**src/rtl/vc_rx_buffer.sv**
```systemverilog
// vc_rx_buffer: downstream end of a router-to-router link.
// Incoming flits are steered into per-VC circular FIFOs by vc_id. The head flit
// of every VC is presented to the local pipeline. Registered on/off flow control
// and VC-allocatability are returned upstream.
//
// Handshake: a flit transfers on a rising clk edge when is_valid=1. The buffer
// never stalls the link; upstream must honour is_on_off. A flit that arrives at a
// full VC, or that carries an illegal label, is dropped and flagged. pop[v]
// consumes head_flit[v] on the same edge and is ignored while head_valid[v]=0.

package noc_params;
    localparam int VC_NUM    = 4;
    localparam int VC_SIZE   = $clog2(VC_NUM);
    localparam int PAYLOAD_W = 16;

    typedef enum logic [1:0] {HEAD = 2'd0, BODY = 2'd1, TAIL = 2'd2, HEADTAIL = 2'd3} flit_label_t;

    typedef struct packed {
        flit_label_t            flit_label;
        logic [VC_SIZE-1:0]     vc_id;
        logic [PAYLOAD_W-1:0]   payload;
    } flit_t;
endpackage

module vc_rx_buffer #(
    parameter int VC_NUM      = noc_params::VC_NUM,
    parameter int BUFFER_SIZE = 8,
    parameter int OFF_SLACK   = 2
) (
    input  logic                clk,
    input  logic                rst,
    input  noc_params::flit_t   data,
    input  logic                is_valid,
    output logic [VC_NUM-1:0]   is_on_off,
    output logic [VC_NUM-1:0]   is_allocatable,
    output noc_params::flit_t   head_flit [VC_NUM],
    output logic [VC_NUM-1:0]   head_valid,
    input  logic [VC_NUM-1:0]   pop,
    output logic                overflow_err,
    output logic                protocol_err,
    output logic [VC_NUM-1:0]   o_dbg_busy
);
    import noc_params::*;

    localparam int PTR_W = $clog2(BUFFER_SIZE);
    localparam int CNT_W = PTR_W + 1;

    typedef enum logic {IDLE = 1'b0, BUSY = 1'b1} vc_state_t;

    flit_t              r_mem    [VC_NUM][BUFFER_SIZE];
    logic [PTR_W-1:0]   r_wr_ptr [VC_NUM];
    logic [PTR_W-1:0]   r_rd_ptr [VC_NUM];
    logic [CNT_W-1:0]   r_count  [VC_NUM];
    vc_state_t          r_state  [VC_NUM];
    logic [VC_NUM-1:0]  r_on_off;
    logic [VC_NUM-1:0]  r_alloc;
    logic               r_ovf_err;
    logic               r_prot_err;

    vc_state_t          w_state_next [VC_NUM];
    logic [CNT_W-1:0]   w_count_next [VC_NUM];
    logic [VC_NUM-1:0]  w_hit;
    logic [VC_NUM-1:0]  w_legal;
    logic [VC_NUM-1:0]  w_full;
    logic [VC_NUM-1:0]  w_wr;
    logic [VC_NUM-1:0]  w_pop;
    logic [VC_NUM-1:0]  w_tail_pop;
    logic [VC_NUM-1:0]  w_ovf;
    logic [VC_NUM-1:0]  w_prot;
    logic               w_in_head;

    // Per-VC write/pop decode: legality against VC state, then room check.
    always_comb begin
        w_in_head    = (data.flit_label == HEAD) || (data.flit_label == HEADTAIL);
        w_hit        = '0;
        w_legal      = '0;
        w_full       = '0;
        w_wr         = '0;
        w_pop        = '0;
        w_tail_pop   = '0;
        w_ovf        = '0;
        w_prot       = '0;
        for (int v = 0; v < VC_NUM; v++) begin
            w_count_next[v] = r_count[v];
        end
        for (int v = 0; v < VC_NUM; v++) begin
            w_pop[v]      = pop[v] && (r_count[v] != '0);
            w_tail_pop[v] = w_pop[v] &&
                            ((r_mem[v][r_rd_ptr[v]].flit_label == TAIL) ||
                             (r_mem[v][r_rd_ptr[v]].flit_label == HEADTAIL));
            w_hit[v]      = is_valid && (int'(data.vc_id) == v);
            // A new head is only legal on a busy VC when its old tail leaves now.
            w_legal[v]    = (r_state[v] == IDLE) ? w_in_head : (!w_in_head || w_tail_pop[v]);
            w_full[v]     = (r_count[v] == CNT_W'(BUFFER_SIZE));
            w_prot[v]     = w_hit[v] && !w_legal[v];
            w_ovf[v]      = w_hit[v] && w_legal[v] && w_full[v] && !w_pop[v];
            w_wr[v]       = w_hit[v] && w_legal[v] && (!w_full[v] || w_pop[v]);
            w_count_next[v] = r_count[v] + CNT_W'(w_wr[v]) - CNT_W'(w_pop[v]);
        end
    end

    // VC FSM next state: an accepted head always wins over a same-cycle tail pop.
    always_comb begin
        for (int v = 0; v < VC_NUM; v++) begin
            w_state_next[v] = r_state[v];
            if (w_wr[v] && w_in_head) begin
                w_state_next[v] = BUSY;
            end else if ((r_state[v] == BUSY) && w_tail_pop[v]) begin
                w_state_next[v] = IDLE;
            end
        end
    end

    // Pointers, counts, FSM state, registered flow control and sticky errors.
    always_ff @(posedge clk or negedge rst) begin
        if (!rst) begin
            for (int v = 0; v < VC_NUM; v++) begin
                r_wr_ptr[v] <= '0;
                r_rd_ptr[v] <= '0;
                r_count[v]  <= '0;
                r_state[v]  <= IDLE;
            end
            r_on_off   <= '1;
            r_alloc    <= '1;
            r_ovf_err  <= 1'b0;
            r_prot_err <= 1'b0;
        end else begin
            for (int v = 0; v < VC_NUM; v++) begin
                if (w_wr[v]) begin
                    r_wr_ptr[v] <= r_wr_ptr[v] + PTR_W'(1);
                end
                if (w_pop[v]) begin
                    r_rd_ptr[v] <= r_rd_ptr[v] + PTR_W'(1);
                end
                r_count[v]  <= w_count_next[v];
                r_state[v]  <= w_state_next[v];
                r_on_off[v] <= (w_count_next[v] < CNT_W'(BUFFER_SIZE - OFF_SLACK));
                r_alloc[v]  <= (w_state_next[v] == IDLE);
            end
            if (|w_ovf) begin
                r_ovf_err <= 1'b1;
            end
            if (|w_prot) begin
                r_prot_err <= 1'b1;
            end
        end
    end

    // Flit storage; contents need no reset because count gates visibility.
    always_ff @(posedge clk) begin
        for (int v = 0; v < VC_NUM; v++) begin
            if (w_wr[v]) begin
                r_mem[v][r_wr_ptr[v]] <= data;
            end
        end
    end

    // Head presentation straight from storage; no write-through bypass.
    always_comb begin
        for (int v = 0; v < VC_NUM; v++) begin
            head_flit[v]  = r_mem[v][r_rd_ptr[v]];
            head_valid[v] = (r_count[v] != '0);
            o_dbg_busy[v] = (r_state[v] == BUSY);
        end
    end

    assign is_on_off      = r_on_off;
    assign is_allocatable = r_alloc;
    assign overflow_err   = r_ovf_err;
    assign protocol_err   = r_prot_err;

endmodule

```
**config.mk**
```make
export PLATFORM = sky130hd
export DESIGN_NAME = vc_rx_buffer
export DESIGN_NICKNAME = d
export VERILOG_FILES = /design/src/rtl/vc_rx_buffer.sv
export SDC_FILE = /design/constraint.sdc
export NUM_CORES = 1
export LEC_CHECK = 0
export ABC_AREA = 1
export CAP_MARGIN = 20
export CORE_MARGIN = 2
export CORE_UTILIZATION = 30
export CTS_BUF_LIST = sky130_fd_sc_hd__clkbuf_16
export DETAILED_ROUTE_END_ITERATION = 10
export SLEW_MARGIN = 20
export SYNTH_ARGS = -nofsm -noshare
export SYNTH_HDL_FRONTEND = slang
export SYNTH_SLANG_ARGS = --single-unit
```
**constraint.sdc**
```tcl
create_clock -name clk -period 3.9 [get_ports clk]
set_input_delay 0.78 -clock clk [delete_from_list [all_inputs] [get_ports clk]]
set_output_delay 0.78 -clock clk [all_outputs]
set_load 0.01 [all_outputs]
```
After elaboration in Yosys (flattened, before gate mapping)
Memory sizes are Yosys's and may differ from the RTL's.
Index checks and enable logic that the tools add are counted.
{"block": "totals", "memories": 1, "output_inout_bits": 98, "mem_bits_rw": 640, "regBits": 54, "latch_bits": 0, "elab_cells": 211, "mem_bits_ro": 0}
{"block": "op_classes", "muxes": 49, "div_mod_pow": 0, "n_reduce_logical": 81, "magnitude_cmp": 16, "add_sub_neg": 16, "multipliers": 0, "n_eq_ne": 16, "shift": 0, "n_bitwise": 12}
{"memory": "r_mem", "depth": 4, "word_bits": 160, "rd": 4, "rd_ports_with_merged_regs": 0, "wr": 1, "line_no": "50", "rtl": "flit_t r_mem [VC_NUM][BUFFER_SIZE];"}
{"cell": "$mux 160", "n": 10}
{"cell": "$reduce_or 160->1", "n": 3}
{"cell": "$bmux 20 s3", "n": 4}
{"cell": "$demux 20 s3", "n": 4}
{"cell": "$mux 20", "n": 12}
{"cell": "$logic_and 1x1->1", "n": 44}
{"cell": "$ge 4x4->1 const B", "n": 8}
{"cell": "$not 3->4", "n": 8}
{"cell": "$add 3x1->3 const B", "n": 8}
{"cell": "$eq 2x2->1 const B", "n": 11}
{"cell": "$add 4x1->4", "n": 4}
{"cell": "$eq 4x4->1 const B", "n": 4}
{"cell": "$lt 4x1->1 const B", "n": 4}
{"cell": "$lt 4x3->1 const B", "n": 4}
{"cell": "$mux 1", "n": 16}
{"cell": "$reduce_bool 4->1", "n": 4}
{"cell": "$sub 4x1->4", "n": 4}
{"cell": "$logic_not 1->1", "n": 13}
{"cell": "$logic_or 1x1->1", "n": 13}
{"cell": "$reduce_or 4->1", "n": 2}
{"cell": "$mux 2", "n": 3}
{"cell": "$logic_not 2->1", "n": 2}
{"cell": "$not 1->1", "n": 4}
{"cell": "$eq 2x1->1 const B", "n": 1}

Depth between registers and ports, before layout
{"block": "logic_depth", "depth_word": 17, "ltp_mapped": 18}

Worst setup path after synthesis
OpenSTA, ideal clock, no wires.
{"block": "synth_path", "path_kind": "input to register", "startpoint": "input data[19] (netlist bit)", "endpoint": "memory r_mem[1][40] (netlist bit), enable pin", "n_path_buf": 1, "setup_ns": 0.422, "setup_slack_ns": 0.458, "cell_stages": 6, "arrival_time_ns": 3.019, "path_cell_list": "xor2_1 -> inv_2 -> or2_1 -> nand4_4 -> buf_6 -> nor3_1"}
{"block": "synth_between", "elab_chain_len": 13, "word_cells_on_any_way": 37, "cone_classes": "eq/ne (1); mux (18); reduce/logical (18)"}
{"item": "start: declaration", "line_no": "32", "rtl": "input noc_params::flit_t data,"}
{"item": "$eq 2x2->1 or $logic_not 2->1 (tied branches)", "line_no": "74", "rtl": "w_in_head = (data.flit_label == HEAD) || (data.flit_label == HEADTAIL);"}
{"item": "$logic_or 1x1->1 *", "line_no": "74"}
{"item": "$logic_not 1->1", "line_no": "93", "rtl": "w_legal[v] = (r_state[v] == IDLE) ? w_in_head : (!w_in_head || w_tail_pop[v]);"}
{"item": "$logic_or 1x1->1", "line_no": "93"}
{"item": "$mux 1", "line_no": "93"}
{"item": "$logic_and 1x1->1 (2 in series)", "line_no": "97", "rtl": "w_wr[v] = w_hit[v] && w_legal[v] && (!w_full[v] || w_pop[v]);"}
{"item": "$mux 1", "line_no": "152", "rtl": "if (w_wr[v]) begin"}
{"item": "$mux 160 (not written as such)", "line_no": "153", "rtl": "r_mem[v][r_wr_ptr[v]] <= data;"}
{"item": "$reduce_or 160->1 (no line)"}
{"item": "$mux 2 (no line) or $mux 160 (tied branches) (3 in series)"}
{"item": "end: declaration", "line_no": "50"}
Every way passes the cells marked *; elsewhere a longest branch is shown, timed or not.

==> summary.md <==
| Metric | Value |
|---|---|
| Final RePlAce weighted congestion | 0.7447 |
| Detailed Routing Iterations Pass 1 | 5 |
| WP data required | 3120 ps |
| Mapped cell area | 27820 µm² |
| Critical path's most frequent cell | nor2_1 |
| Post-synth EDFFs | 640 |
| Mapped Nets | 2246 |
| Die H | 308.5 µm |
| Area share of the largest cell type after synthesis | 69.08% |
| Root Buffer Master | clkbuf_16 |
| Ratio of final minimum period to clock period | 97.60% |
| Final instance area | 33180 µm² |
| Number of sinks on the clock net | 694 |
| Initial core utilization | 30.30% |
| GRT Max-Usage Layer | met2 |
| Port Buf Inserts | 124 |
| Avg Synthesized Cell Area | 12.72 µm² |
| Tightest Pin Transition | 1027 ps |
| Ranking of synthesized cells by area | edfxtp_1, nor2_1, o21ai_0 |
| CTS tree | yes |
| Top_reg_cell synth | edfxtp_1 |
| CP delay by family, top | buffers and inverters |
| Post-DP HPWL | 40750 µm |
| Library cells used by synthesis | 39 |
| Critical-path top delay cell | clkdlybuf4s50_1 |
| Post-Syn Instances | 2187 |
| Static power due to leakage | 11.26 nW |
| Critical path's largest stage delay | 620 ps |
| Setup WS pre-CTS | 426.9 ps |
| Utilization after layout | 36.14% |
| Reg clk slew, reported paths | 60 ps |
| Crit path launch | r_rd_ptr[9] |
| Area Growth Syn to Fin | 19.26% |
| Crit Path Max Fanout | 23 |
| CTS Buf Count | 68 |
| Vias | 17150 |
| Leading area contributor after synthesis | edfxtp_1 |
| Antenna Nets Post-Route | 0 |
| Critical path type | reg2out |
| Sequential share of the synthesized area | 73.97% |
| GR Util met2 | 23.55% |
| Vias in the first global route | 16470 |
| Wirelength per Cell | 18.93 µm |
| # DRC | 0 |
| CTS Hold Bufs | 0 |
| Post-DP Area | 30960 µm² |
| Nets@finish | 2410 |
| Routed vias/inst | 4.700 |
| Core area | 91800 µm² |
| GRT Residual Overflow | 0 |
| Outcome | complete, no violations |
| Final Hold Fails | 0 |
| First-pass GRT wire length | 103300 µm |
| Share of cells above drive strength 1 | 10.97% |
| Reg2Reg Setup Slack | 850 ps |
| Worst VDD drop | 0.4600 mV |
| Total die area | 95190 µm² |
| Non-Filler Instances | 3649 |
| DR iter-0 viols | 1294 |
| Synth Register Bits | 694 |
| Top Ports | 125 |
| R2r startpoint | r_rd_ptr[0] |
| Relative slew slack | 31.32% |
| Buf+Inv Stages, Crit Path | 3 |
| Worst setup EP type | output pin |
| Pin count of the biggest net entering global routing | 83 |
| Clock Tree Buf Depth | 3 |
| Initial antenna violation count | 3 |
| Met1 GRT Util | 19.43% |
| Fmax | 0.2627 GHz |
| Ant diodes | 0 |
| Setup ws final | 93.61 ps |
| Final setup fails | 0 |
| Crit-path cells | inv_4 -> buf_4 -> nor2_1 -> o22ai_1 -> nor2_1 -> a31oi_1 -> clkdlybuf4s50_1 |
| Fillers | 8784 |
| Final min period | 3806 ps |
| Pwr Density | 734.3 nW/µm² |
| Grt met3 use | 2.274% |
| Clk_skew | 25.85 ps |
| DP Cell Count | 3524 |
| Total power | 0.02436 W |
| Total Routing Usage GR | 14.39% |
| Startpoint Class | flop |
| Critical Path AT | 3030 ps |
| Max H-tree Level | 3 |
| Post-synthesis async set-or-reset flop share | 7.781% |
| Die Wd | 308.5 µm |
| Number of max-cap violations | 0 |
| Worst hold path type | in2async |
| Setup bufs post-CTS | 0 |
| Core Rows | 111 |
| Final WL | 69090 µm |
| Clock latency at the later pin of the worst-skew pair | 610 ps |
| Ys Warns | 0 |
| Slew Limit Fails | 0 |
## through the flow
| stage | TNS [ps] | hold WS [ps] |
|---|---|---|
| 2_1_floorplan | 0 | 479.4 |
| 3_3_place_gp | 0 | 498.6 |
| 3_5_place_dp | 0 | 502.1 |
| 4_1_cts | 0 | 259.8 |
| 5_1_grt | -8.146 | 307.0 |
| 6_report | 0 | 244.7 |
## path summary, 6_finish.rpt
path                            endpoint  depth (start not counted)
max reg2reg                 is_on_off[3]                         15
min in group clk             r_count[12]                          1
max                        head_flit[72]                          7
min                           r_count[3]                          1
min reg2reg                  r_count[12]                          1
max in group asynchronous    r_rd_ptr[6]                          1
## cells by family after synthesis
group / after synthesis / synth area share (%)
and+or+nand+nor: 752 / 11.12
adders and majority gates: 32 / 1.547
xor gates and xnor gates: 25 / 0.7870
DFF: 694 / 73.97
buffers and inverters: 202 / 3.085
AOI/OAI and AO/OA: 482 / 9.490
## routing by layer
metal / wire length, µm / vias up
li1: - / 8169
met5: 0 / -
met3: 3983 / 106
met1: 29950 / 8456
met2: 33180 / 421
met4: 1980 / 0
## what timing repair did
action / 4_1_cts / 5_1_grt
setup endpoints to repair: 13 / 13
pin swaps: 0 / 0
gates cloned: 0 / 0
gates resized for setup: 1 / 6
endpoints found under the hold margin: 0 / 0
## where the power goes
| part | internal, W | switching [W] |
|---|---|---|
| Combinational | 0.00345 | 0.00550 |
| Sequential | 0.00860 | 0.000342 |
| Clock | 0.00371 | 0.00277 |
## layout by cell type, fill, tap and decap left out, drive strengths merged
cell type	netlist	final
clkbuf	70	72
clkdlybuf4s50	0	122
inv	83	102
clkinv	0	25
a31oi	76	76
nand2	118	118
nand3	40	40
nand4	9	9
or2	4	4
dfrtp	46	46
a21oi	9	9
dfstp	8	8
fa	4	4
o21ai	317	317
bufinv	0	6
a21boi	3	3
xor2	16	16
xnor2	9	9
edfxtp	640	640
and2	4	4
nor2	557	557
clkinvlp	0	4
o22ai	76	76
ha	28	28
a32oi	1	1
nor3	20	20
buf	49	90
## synthesized netlist by cell type (6+ instances only)
cell type	count
xor2_1	16
nor3_1	17
o21ai_0	306
inv_1	74
nand3_1	29
nor2_1	552
dfstp_2	8
nand4_1	6
a21oi_1	9
ha_1	28
buf_2	39
nand2_1	115
dfrtp_1	46
nand3_2	10
clkbuf_1	70
edfxtp_1	640
a31oi_1	76
xnor2_1	9
o21ai_1	11
o22ai_1	76
## state kept, by name (all words and copies together), names as in the netlist
signal and flops:
r_count 16, protocol_err 1, r_rd_ptr 12, is_on_off 4, o_dbg_busy 4, r_mem 640, is_allocatable 4, r_wr_ptr 12
overflow_err 1
## final cells by class
| class | count | area [µm²] | area share [%] |
|---|---|---|---|
| Clock buffer | 71 | 1777 | 5.355 |
| Clock inverter | 54 | 422.9 | 1.275 |
| Inverter | 83 | 327.8 | 0.9880 |
| Multi-Input combinational cell | 1291 | 6492 | 19.57 |
| Sequential cell | 694 | 20580 | 62.04 |
| Tap cell | 1243 | 1555 | 4.687 |
| Timing Repair Buffer | 213 | 2019 | 6.086 |
No activity file was read; power rests on OpenSTA's default activity.
==> variant 1, RTL diff (same settings) <==
Add an input register stage for `data`, `is_valid` and `pop`; this delays them by one clock. Comments in the files are not updated.
--- a/src/rtl/vc_rx_buffer.sv
+++ b/src/rtl/vc_rx_buffer.sv
@@ -47,6 +47,16 @@
 
     typedef enum logic {IDLE = 1'b0, BUSY = 1'b1} vc_state_t;
 
+    noc_params::flit_t data_q;
+    logic is_valid_q;
+    logic [VC_NUM-1:0] pop_q;
+
+    always_ff @(posedge clk) begin
+        data_q     <= data;
+        is_valid_q <= is_valid;
+        pop_q      <= pop;
+    end
+
     flit_t              r_mem    [VC_NUM][BUFFER_SIZE];
     logic [PTR_W-1:0]   r_wr_ptr [VC_NUM];
     logic [PTR_W-1:0]   r_rd_ptr [VC_NUM];
@@ -71,7 +81,7 @@
 
     // Per-VC write/pop decode: legality against VC state, then room check.
     always_comb begin
-        w_in_head    = (data.flit_label == HEAD) || (data.flit_label == HEADTAIL);
+        w_in_head    = (data_q.flit_label == HEAD) || (data_q.flit_label == HEADTAIL);
         w_hit        = '0;
         w_legal      = '0;
         w_full       = '0;
@@ -84,11 +94,11 @@
             w_count_next[v] = r_count[v];
         end
         for (int v = 0; v < VC_NUM; v++) begin
-            w_pop[v]      = pop[v] && (r_count[v] != '0);
+            w_pop[v]      = pop_q[v] && (r_count[v] != '0);
             w_tail_pop[v] = w_pop[v] &&
                             ((r_mem[v][r_rd_ptr[v]].flit_label == TAIL) ||
                              (r_mem[v][r_rd_ptr[v]].flit_label == HEADTAIL));
-            w_hit[v]      = is_valid && (int'(data.vc_id) == v);
+            w_hit[v]      = is_valid_q && (int'(data_q.vc_id) == v);
             // A new head is only legal on a busy VC when its old tail leaves now.
             w_legal[v]    = (r_state[v] == IDLE) ? w_in_head : (!w_in_head || w_tail_pop[v]);
             w_full[v]     = (r_count[v] == CNT_W'(BUFFER_SIZE));
@@ -150,7 +160,7 @@
     always_ff @(posedge clk) begin
         for (int v = 0; v < VC_NUM; v++) begin
             if (w_wr[v]) begin
-                r_mem[v][r_wr_ptr[v]] <= data;
+                r_mem[v][r_wr_ptr[v]] <= data_q;
             end
         end
     end
Formal check against the unedited RTL: not equivalent (Yosys sat finds a counterexample within 4 cycles, from zero or initial values and one cycle with rst low).
==> variant 1 against the unedited design <==
- sequential cell count increased by 25
- setup slack better by 0.039 ns
- count of clock-buffer cells in the layout grew 6
- area after synthesis is 1.8% higher
- critical path type unchanged
- power increased by 0.98%
- final area is 1.7% higher
- via count rose by 1.9%
- wire length grew 3.6%
==> variant 1: results (changes against the unedited design) <==
| Metric | Value |
|---|---|
| Vias in the first global route | 16.73k (was 16.47k) |
| Xor/xnor cell area share of the yosys netlist | 0.7731% (was 0.7870%) |
| Worst hold path startpoint | protocol_err |
| Synthesized net count | 2271 (was 2246) |
| Area fraction in compound gates after synthesis | 9.322% (was 9.490%) |
| Avg Cell Area, Syn | 12.80 um^2 (was 12.72 um^2) |
| Status | finished, final reports clean (unchanged) |
| Inst Count DP | 3555 (was 3524) |
| DP Area | 0.03146 mm^2 (was 0.03096 mm^2) |
| Hold path cells | 2 |
| EDFF count, synth | 640 (unchanged) |
| Pre-CTS WS | 0.7759 ns (was 0.4269 ns) |
| Hold Path Class | reg2reg (was in2async) |
| Worst slew margin | 40.82% (was 31.32%) |
| DR vias/cell | 4.732 (was 4.700) |
| DR iter-0 viols | 1530 (was 1294) |
| Hold Worst Slack | 0.4920 ns (was 0.2447 ns) |
| Synth warn | 0 (unchanged) |
| Pwr dens | 729.0 mW/mm^2 (was 734.3 mW/mm^2) |
| Filler instances | 8989 (was 8784) |
| R2R depth | 16 (was 15) |
| GRT met1 Usage | 19.52% (was 19.43%) |
| Met3 Use GR | 2.190% (was 2.274%) |
| CTS Buf Count | 75 (was 68) |
| CP delay by family, top | buffers and inverters (unchanged) |
| Switch Pwr | 8.628 mW (was 8.604 mW) |
| RR Endpoint | is_on_off[2] (was is_on_off[3]) |
| First-pass DRT Iterations | 4 (was 5) |
| Slowest stage cell, crit path | dfrtp_2 (was clkdlybuf4s50_1) |
| Setup Fix Bufs, Post-CTS | 0 (unchanged) |
| CP max stage delay | 0.66 ns (was 0.62 ns) |
| Cell variety after synth | 40 (was 39) |
| Met2 usage | 23.47% (was 23.55%) |
| Final #Nets | 2438 (was 2410) |
| Combinational power share | 35.7% (was 36.7%) |
| Port bufs | 124 (unchanged) |
| Layout cells sized above 1 | 10.83% (was 10.97%) |
| Leak | 11.51 nW (was 11.26 nW) |
| R2r startpoint | r_count[6] (was r_rd_ptr[0]) |
| Register area share after synthesis | 74.43% (was 73.97%) |
| DR WL/cell | 19.38 um (was 18.93 um) |
| GPL Wtd Cong | 0.7500 (was 0.7447) |
| Largest fanout on the critical path | 25 (was 23) |
| Non-Filler Instances | 3694 (was 3649) |
| DPL Wire Length | 41020 um (was 40750 um) |
| First-pass GRT wire length | 106000 um (was 103300 um) |
| Largest net degree at the start of global routing | 83 (unchanged) |
| Reg2Reg Setup Slack | 0.90 ns (was 0.85 ns) |
| Adder-Cell Fraction of Synth Area | 1.520% (was 1.547%) |
| Maximum vdd drop | 0.4520 mV (was 0.4600 mV) |
| Clk pwr share | 26.8% (was 26.6%) |
| Top post-synthesis cells by area | edfxtp_1 68%, nor2_1 7.3%, o21ai_0 5.4% (was edfxtp_1 69%, nor2_1 7.4%, o21ai_0 5.5%) |
| Initial antenna violation count | 4 (was 3) |
| Clock skew | 0.02069 ns (was 0.02585 ns) |
| Synth async-reset ratio | 7.510% (was 7.781%) |
| Clock latency on the worst-skew pair | between 0.6 and 0.7 ns |
| Total GRT Usage | 14.39% (about the same) |
==> variant 1: cell count changes after synthesis, sizes merged <==
cell	unedited run	this run
dfxtp	0	25
==> variant 1: tightest hold or removal path, cell delays in order, from the launching register on <==
cell and delay, ns:
dfrtp_1 0.34, a21oi_1 0.05, nand3_1 0.07
==> variant 1: worst max path at each step <==
stage	start	to	slack (ns)	cells after the start
final	r_rd_ptr[9]	head_flit[69]	0.13	6
after global routing	r_rd_ptr[0]	head_flit[16]	0.009	7
after CTS	r_rd_ptr[3]	head_flit[35]	0.09	7
after detailed placement	r_rd_ptr[3]	head_flit[35]	0.78	7
after global placement	r_rd_ptr[3]	head_flit[35]	0.78	7
after floorplan	data_q[18]	r_mem[1][40]	0.48	6
==> variant 1: cell families (layout without fill, tap and decap cells) <==
group	Yosys count	in the layout
compound gates	482	482
xor+xnor	25	25
fa+ha+maj	32	32
buf+inv	202	428
flops	719	719
other cells	0	2
simple gates	752	752
==> variant 1: what timing repair did <==
| action | in CTS | in global routing |
|---|---|---|
| setup endpoints to repair | 0 | 2 |
| hold endpoints to repair | 1 | 0 |
| hold buffers | 1 | 0 |
| resized for setup | 0 | 3 |
==> variant 1: per-layer routing <==
metal | vias up | share of wire [%] | routed length, um
li1 | 8258 | - | -
met1 | 8658 | 44 | 31840
met2 | 456 | 48 | 34180
met3 | 107 | 5.0 | 3604
met4 | 0 | 2.8 | 1971
met5 | - | 0 | 0
==> variant 1: area by class of cell <==
cell class	instances	area (um^2)	area share, %
antenna	2	5.005	0.01483
sequential	719	21090	62.49
clock buffer	77	1927	5.710
clock inverter	59	334.1	0.9900
inverter	83	326.6	0.9677
multi-input combinational	1291	6492	19.24
timing repair buffer	209	2006	5.943
tap	1254	1569	4.649
==> variant 2, RTL diff (config.mk and constraints unchanged) <==
Made on the original files. Change the package constant `PAYLOAD_W` from 16 to 32.
--- a/src/rtl/vc_rx_buffer.sv
+++ b/src/rtl/vc_rx_buffer.sv
@@ -11,7 +11,7 @@
 package noc_params;
     localparam int VC_NUM    = 4;
     localparam int VC_SIZE   = $clog2(VC_NUM);
-    localparam int PAYLOAD_W = 16;
+    localparam int PAYLOAD_W = 32;
 
     typedef enum logic [1:0] {HEAD = 2'd0, BODY = 2'd1, TAIL = 2'd2, HEADTAIL = 2'd3} flit_label_t;
 
Ports: changed (resized data and head_flit); port bits go from 125 to 205. No check against the original RTL was run, so the function may have changed too.
==> variant 2 against the unedited design <==
- final area up 74%
- wire length rose by 93%
- via count increased by 72%
- area after synthesis grew 70%
- die area up 69%
- global-route usage up 1.9 points
- sequential cell count increased by 512
- power up 81%
- non-clock buffer count increased by 125
- setup slack got worse by 0.0036 ns
- sequential share of layout area increased by 0.43 points
==> variant 2: results (changes against the unedited design) <==
| Metric | Value |
|---|---|
| R2R depth | 14 (was 15) |
| Final #Nets | 3962 (was 2410) |
| Setup Fix Bufs, Post-CTS | 3 (was 0) |
| DP Area | 0.05249 mm^2 (was 0.03096 mm^2) |
| Root Buffer | clkbuf_16 (unchanged) |
| Met2 usage | 25.97% (was 23.55%) |
| Cell variety after synth | 36 (was 39) |
| Register area share after synthesis | 76.05% (was 73.97%) |
| Status | finished, final reports clean (unchanged) |
| Total GRT Usage | 16.24% (was 14.39%) |
| Non-Filler Instances | 6055 (was 3649) |
| Syn Inst Count | 3630 (was 2187) |
| Worst Setup EP | head_flit[47] (was head_flit[72]) |
| GRT met1 Usage | 21.53% (was 19.43%) |
| CTS max path bufs | 3 (unchanged) |
| Synth async-reset ratio | 4.478% (was 7.781%) |
| Vias in the first global route | 28.54k (was 16.47k) |
| DR iter-0 viols | 2767 (was 1294) |
| First-pass GRT wire length | 193300 um (was 103300 um) |
| Top post-synthesis cells by area | edfxtp_1 73%, nor2_1 8.0%, o21ai_0 6.0% (was edfxtp_1 69%, nor2_1 7.4%, o21ai_0 5.5%) |
| Layout cells sized above 1 | 12.03% (was 10.97%) |
| Clock latency on the worst-skew pair | 0.77 ns (was 0.61 ns) |
| DR WL/cell | 22.02 um (was 18.93 um) |
| Min Tclk post-route | 3.810 ns (was 3.806 ns) |
| Largest fanout on the critical path | 27 (was 23) |
| Setup TNS | 0 ns (unchanged) |
| Leak | 19.10 nW (was 11.26 nW) |
| Largest net degree at the start of global routing | 74 (was 83) |
| Met3 Use GR | 3.761% (was 2.274%) |
| GPL Wtd Cong | 0.7668 (was 0.7447) |
| Clock skew | 0.02975 ns (was 0.02585 ns) |
| Port bufs | 204 (was 124) |
| DPL Wire Length | 73520 um (was 40750 um) |
| Post-CTS Resized | 64 (was 1) |
| Pre-CTS WS | 0.1293 ns (was 0.4269 ns) |
| Max reg flops | 1152 (was 640) |
| Initial antenna violation count | 19 (was 3) |
| Post-synth top cells | 1152 x edfxtp_1, 1007 x nor2_1, 564 x o21ai_0 (was 640 x edfxtp_1, 552 x nor2_1, 306 x o21ai_0) |
| EDFF count, synth | 1152 (was 640) |
| RR Endpoint | is_on_off[2] (was is_on_off[3]) |
| Htree depth | 4 (was 3) |
| Inst Count DP | 5794 (was 3524) |
| Synthesized net count | 3705 (was 2246) |
| Slew @ Worst Pin | 0.9902 ns (was 1.027 ns) |
| Vias | 29.57k (was 17.15k) |
| Reg2Reg Setup Slack | 0.73 ns (was 0.85 ns) |
| Maximum vdd drop | 0.4487 mV (was 0.4600 mV) |
| Crit path from | r_rd_ptr[3] (was r_rd_ptr[9]) |
| CTS Buf Count | 132 (was 68) |
variant 2: changes by cell type after synthesis, moves of 5 or more:
cell / change
inv_1: -5
edfxtp_1: +512
a31oi_1: +64
buf_1: +29
o22ai_1: +64
buf_2: +12
o21ai_0: +258
clkbuf_1: +56
nand3_1: +6
inv_2: +10
nor2_1: +455
variant 2: worst max-delay path, stage by stage (launching register included):
cell             delay [ns]
dfrtp_4                0.57
clkinv_4               0.16
bufbuf_16              0.34
nor2_1                 0.05
o22ai_1                0.17
nor2_1                 0.05
a31oi_1                0.30
clkdlybuf4s50_1        0.62
variant 2: kinds of logic (layout without fill, tap and decap cells):
group	count (synthesis)	in the layout	synth area share (%)
and+or+nand+nor	1200	1200	9.990
xor gates and xnor gates	25	25	0.4790
DFF	1206	1206	76.05
other	0	8	0
adders and majority gates	32	32	0.9104
AOI/OAI and AO/OA	866	866	9.980
buffers and inverters	301	660	2.591
variant 2: layer usage:
layer,vias to the layer above,part of all wire [%]
met5,-,0.031
met4,6,3.2
met3,192,6.7
met2,903,47
met1,14739,43
li1,13730,-
variant 2: worst min path at each step:
stage	startpoint	to	slack [ns]
global placement	protocol_err	protocol_err	0.47
global route	rst	o_dbg_busy[1]	0.15
CTS	rst	o_dbg_busy[1]	0.11
finish	rst	o_dbg_busy[1]	0.12
detailed placement	protocol_err	protocol_err	0.48
floorplan	rst	o_dbg_busy[0]	0.48
variant 2: layout make-up:
cell class	instances	area [um^2]
diodes	8	20.02
clock buffers	137	3428
clock inverters	99	792.0
fillers	14882	98800
inverters	86	361.6
multi-input cells	2123	10660
flip-flops and latches	1206	35970
well taps	2058	2575
repair buffers	338	3769
variant 2: power breakdown:
part           switching (mW)  total, mW  internal (mW)
registers               0.408       15.2           14.8
clock network            5.07       12.2           7.09
logic                    10.0       16.6           6.59
